`config.mk`:
```
export PLATFORM = sky130hd
export DESIGN_NAME = ram_loader
export DESIGN_NICKNAME = d
export VERILOG_FILES = /design/src/rtl/ram_loader.sv
export SDC_FILE = /design/constraint.sdc
export NUM_CORES = 1
export LEC_CHECK = 0
export ABC_AREA = 1
export CAP_MARGIN = 10
export CORE_ASPECT_RATIO = 0.5
export CORE_UTILIZATION = 60
export DETAILED_ROUTE_END_ITERATION = 16
export PLACE_DENSITY = 0.86
export SLEW_MARGIN = 5
export SYNTH_ARGS = -nofsm -noshare
export SYNTH_HDL_FRONTEND = slang
export SYNTH_SLANG_ARGS = --single-unit
export TNS_END_PERCENT = 50
```
`constraint.sdc`:
```
create_clock -name clk -period 4.1 [get_ports clk]
set_input_delay 0.82 -clock clk [delete_from_list [all_inputs] [get_ports clk]]
set_output_delay 0.82 -clock clk [all_outputs]
set_load 0.03 [all_outputs]
```
`src/rtl/ram_loader.sv`:
```
// ram_loader: boot-time byte-stream to 16-bit RAM word loader; RAM_LOADER_CHECKSUM_EN adds a trailing XOR check byte.
module ram_loader #(
  parameter int addr_size = 16,
  parameter int data_size = 16,
  parameter logic [addr_size-1:0] base_addr = '0
) (
  input  logic                 clk,
  input  logic                 rstn,
  input  logic                 in_valid,
  input  logic [7:0]           in_data,
  output logic                 in_ready,
  input  logic                 start,
  output logic                 wenable,
  output logic [addr_size-1:0] waddr,
  output logic [data_size-1:0] wdata,
  output logic                 busy,
  output logic                 done,
  output logic                 err
);
  if (data_size != 16) begin : g_bad_width
    $error("ram_loader: data_size must be 16");
  end
`ifdef RAM_LOADER_CHECKSUM_EN
  typedef enum logic [2:0] {LEN_LO, LEN_HI, DATA_LO, DATA_HI, CHK, FLUSH, DONE} state_t;
  localparam state_t last_st = CHK;
  logic [7:0] xsum;
`else
  typedef enum logic [2:0] {LEN_LO, LEN_HI, DATA_LO, DATA_HI, FLUSH, DONE} state_t;
  localparam state_t last_st = FLUSH;
  assign err = 1'b0;
`endif
  state_t state;
  logic [15:0] n;
  logic [15:0] idx;
  logic [7:0] lo;
  logic acc;
  assign in_ready = state != FLUSH && state != DONE;
  assign acc = in_valid && in_ready;
  always_ff @(posedge clk or negedge rstn) begin
    if (!rstn) begin
      state   <= LEN_LO;
      n       <= '0;
      idx     <= '0;
      lo      <= '0;
      wenable <= 1'b0;
      waddr   <= '0;
      wdata   <= '0;
      busy    <= 1'b1;
      done    <= 1'b0;
`ifdef RAM_LOADER_CHECKSUM_EN
      err     <= 1'b0;
      xsum    <= '0;
`endif
    end else begin
      wenable <= 1'b0;
      case (state)
        LEN_LO: if (acc) begin
          n[7:0] <= in_data;
          state  <= LEN_HI;
        end
        LEN_HI: if (acc) begin
          n[15:8] <= in_data;
          state   <= {in_data, n[7:0]} == 16'd0 ? last_st : DATA_LO;
        end
        DATA_LO: if (acc) begin
          lo    <= in_data;
          state <= DATA_HI;
        end
        DATA_HI: if (acc) begin
          wenable <= 1'b1;
          waddr   <= base_addr + addr_size'(idx);
          wdata   <= data_size'({in_data, lo});
          idx     <= idx + 16'd1;
          state   <= 17'(idx) + 17'd1 < 17'(n) ? DATA_LO : last_st;
        end
`ifdef RAM_LOADER_CHECKSUM_EN
        CHK: if (acc) begin
          err   <= in_data != xsum;
          state <= DONE;
          busy  <= 1'b0;
          done  <= 1'b1;
        end
`endif
        FLUSH: begin
          state <= DONE;
          busy  <= 1'b0;
          done  <= 1'b1;
        end
        DONE: if (start) begin
          state <= LEN_LO;
          idx   <= '0;
          busy  <= 1'b1;
          done  <= 1'b0;
`ifdef RAM_LOADER_CHECKSUM_EN
          err   <= 1'b0;
          xsum  <= '0;
`endif
        end
        default: state <= LEN_LO;
      endcase
`ifdef RAM_LOADER_CHECKSUM_EN
      if (acc && state != CHK) xsum <= xsum ^ in_data;
`endif
    end
  end
endmodule

```
==> key figures <==
Clock tree
  – Skew-Pair Late Insertion Delay: 0.34 ns
  – Postcts setup bufs: 0
  – Post-CTS Resized: 0
  – CTS root buf: clkbuf_16
  – Clk slew on worst S/H paths: 0.06 ns
  – CTS tree: built
  – H-tree depth: 3
  – CTS sink cnt: 78
  – TritonCTS Buffers: 9
  – Post-CTS Hold Buffers: 0
  – Longest Clk Path Bufs: 2

Hold path
  – Min-Delay Startpoint: lo[2]$_DFFE_PN0P_
  – HP Class: register to register

Global route
  – Vias in the first global route: 2861
  – GR Overflow Total: 0
  – GRT Resource Usage Total: 0.270
  – First-pass GRT wire length: 13600 um
  – Initial antenna violation count: 0
  – Pin count of the biggest net entering global routing: 79

Timing
  – RSZ-0062 raised after global routing: no
  – Final hold violations: 0
  – Fin crit share: 0.664
  – Worst setup margin: 1.38 ns
  – TNS Setup: 0 ns
  – FMAX: 367 MHz
  – Final Critical Period: 2.72 ns
  – Worst Tran Pin Value: 0.956 ns
  – Count of pins over their slew limit: 0
  – Final setup fails: 0
  – Max_slew headroom: 0.362
  – Worst clock skew: 0.00605 ns

Place
  – Detailed-placement wirelength estimate: 5500 um
  – Port Buffers: 47
  – Dpl ws: 1.44 ns
  – Global placer's final weighted congestion: 0.874

Floorplanning
  – Core ar.: 6180 sq um
  – Die X: 116 um
  – Starting Density: 0.631
  – IO Count: 49
  – FP Rows: 20
  – Die Area: 6840 sq um
  – Die Span Y: 59 um

Logic synthesis
  – Synth top cells by count: 142 x nand2_1, 77 x dfrtp_1, 71 x inv_1
  – Most common cell in the netlist: nand2_1
  – EDFF count, synth: 0
  – Seq/Total Area, Yosys: 0.501
  – Mapped Nets: 486
  – Count of cell types in the netlist: 30
  – Synth Flop Type: dfrtp_1
  – Yosys warns: 0
  – Dominant cells by area after synthesis: dfrtp_1 49%, nand2_1 14%, inv_1 6.8%
  – Post-synth ARST share: 1.00
  – Cell taking the most area after synthesis: dfrtp_1
  – Syn Area/Cell: 8.51 sq um
  – Yosys top cell area share: 0.494
  – Yosys reg bits: 78
  – Post-Synthesis Cells: 458
  – Mapped Area: 3900 sq um

Run
  – Max Cap Violations: 0

Critical path
  – Critical Path RT: 4.33 ns
  – CP Class: register to register
  – Crit path from: idx[0]$_DFFE_PN0P_
  – WP data arrival: 2.96 ns
  – Max FO, Critical Path: 6
  – Crit Reg-Reg Startpoint: idx[0]$_DFFE_PN0P_
  – Setup crit end kind: register
  – Startpoint type of the worst setup path: register

Routing
  – Via count: 3065
  – 1st-iter DRT viols: 171
  – Drt drc: 0
  – Post-DR wirelength/cell: 13.7 um
  – Final ANT Viol Nets: 0
  – Vias per inst: 5.15
  – Total wire length: 8130 um
  – DRT Pass-1 Iters: 4

Power and ir drop
  – Internal: 2160 uW
  – Lkg Pwr: 0.00237 uW
  – Sw power: 1510 uW
  – Pwr Total: 3670 uW
  – Switching Share: 0.411
  – Worst VDD drop: 0.000479 V
  – Part of the power in combinational logic: 0.433
  – PwrDens: 786 nW/um^2
  – Sequential power share: 0.356
  – Clk network pwr share: 0.211

Status
  – Outcome: complete, no violations

Finish
  – ANT cells: 0
  – Filler instances: 455
  – Fraction of layout instances using a drive strength above 1: 0.0868
  – Fin nets: 531
  – Layout area overhead: 19.7%
-- registers in the layout (all words and copies together), names as in the netlist --
| register | cells |
|---|---|
| lo | 8 |
| wdata | 16 |
| state | 3 |
| waddr | 16 |
| done | 1 |
| n | 16 |
| wenable | 1 |
| busy | 1 |
| idx | 16 |
-- final timing paths --
| check | end | slack [ns] | cells past startpoint |
|---|---|---|---|
| min in group asynchronous | waddr[15]$_DFFE_PN0P_ | 0.62 | 1 |
| min | wdata[2]$_DFFE_PN0P_ | 0.46 | 2 |
| max | state[1]$_DFFE_PN0P_ | 1.38 | 16 |
| min reg2reg | wdata[2]$_DFFE_PN0P_ | 0.46 | 2 |
| max in group asynchronous | waddr[3]$_DFFE_PN0P_ | 2.85 | 1 |
| max reg2reg | state[1]$_DFFE_PN0P_ | 1.38 | 16 |
-- cell families (layout without fill, tap and decap cells) --
kind of cell | count (synthesis) | count (layout) | share of synthesized area
XOR/XNOR | 9 | 9 | 0.0221
buffers and inverters | 89 | 138 | 0.0979
other | 1 | 1 | 0.000962
AO/OA/AOI/OAI | 73 | 73 | 0.114
adder cells (fa/ha/maj) | 16 | 16 | 0.0513
flip-flops | 78 | 78 | 0.501
AND/OR/NAND/NOR | 192 | 192 | 0.213
-- worst max-delay path: stages, from the launching register on --
cell and delay [ns]:
dfrtp_1 0.44, ha_1 0.23, nand2_1 0.08, nor2_2 0.23, nand2_1 0.13, xor2_1 0.30, inv_1 0.09, ha_1 0.30
nand2_1 0.09, nor2_1 0.18, nand3_1 0.10, nand3_1 0.12, nand2_1 0.09, nand3_1 0.08, nand2_1 0.06, nand2_1 0.06
nand2_1 0.04
-- power by group through the flow --
stage | Clock, uW | Combinational, uW | Sequential (uW)
2_1_floorplan | 0 | 863 | 1530
3_3_place_gp | 0 | 1510 | 1300
3_5_place_dp | 0 | 1560 | 1310
4_1_cts | 784 | 1590 | 1300
5_1_grt | 812 | 1770 | 1340
6_report | 773 | 1590 | 1310
-- layer usage --
metal | GRT usage | up-vias | part of all wire
met5 | 0 | - | 0
met4 | 0.103 | 0 | 0.017
met3 | 0.0920 | 16 | 0.058
met2 | 0.402 | 87 | 0.43
met1 | 0.371 | 1436 | 0.50
li1 | - | 1526 | -
-- placed cells by master (no fill, tap or decap) --
cell / Yosys / layout
a21o_1: 1 / 1
a21oi_1: 6 / 6
and3_1: 1 / 1
buf_4: 2 / 1
bufinv_16: 0 / 1
clkbuf_16: 0 / 9
clkdlybuf4s50_1: 0 / 46
clkinv_2: 0 / 3
clkinv_4: 0 / 1
conb_1: 1 / 1
dfrtp_1: 77 / 77
dfstp_2: 1 / 1
ha_1: 16 / 16
inv_1: 71 / 71
inv_2: 5 / 5
inv_6: 0 / 1
nand2_1: 142 / 142
nand2_2: 1 / 1
nand2_4: 2 / 2
nand3_1: 13 / 13
nand3_2: 1 / 1
nand4_1: 6 / 6
nor2_1: 15 / 15
nor2_2: 3 / 3
nor3_1: 3 / 3
nor3_2: 2 / 2
nor3_4: 2 / 2
nor3b_1: 1 / 1
o21ai_0: 42 / 42
o21ai_1: 14 / 14
o22ai_2: 10 / 10
xor2_1: 8 / 8
xor2_2: 1 / 1
-- cell type report --
type / count / area (sq um) / area share
multi-input combinational: 291 / 1560 / 0.335
sequential: 78 / 1950 / 0.418
inverter: 76 / 285 / 0.0611
clock inverter: 6 / 62.6 / 0.0134
clock buffer: 9 / 225 / 0.0482
timing repair buffer: 47 / 468 / 0.100
tap: 88 / 110 / 0.0236
-- through the flow --
step,instance area [sq um],utilization,hold WS [ns],std cells
2_1_floorplan,3900,-,0.442,458
3_3_place_gp,4380,0.709,0.453,580
3_5_place_dp,4380,0.709,0.458,580
4_1_cts,4670,0.755,0.465,595
5_1_grt,4670,0.755,0.486,595
6_report,4670,0.755,0.460,595
No activity file was read; power rests on OpenSTA's default activity.
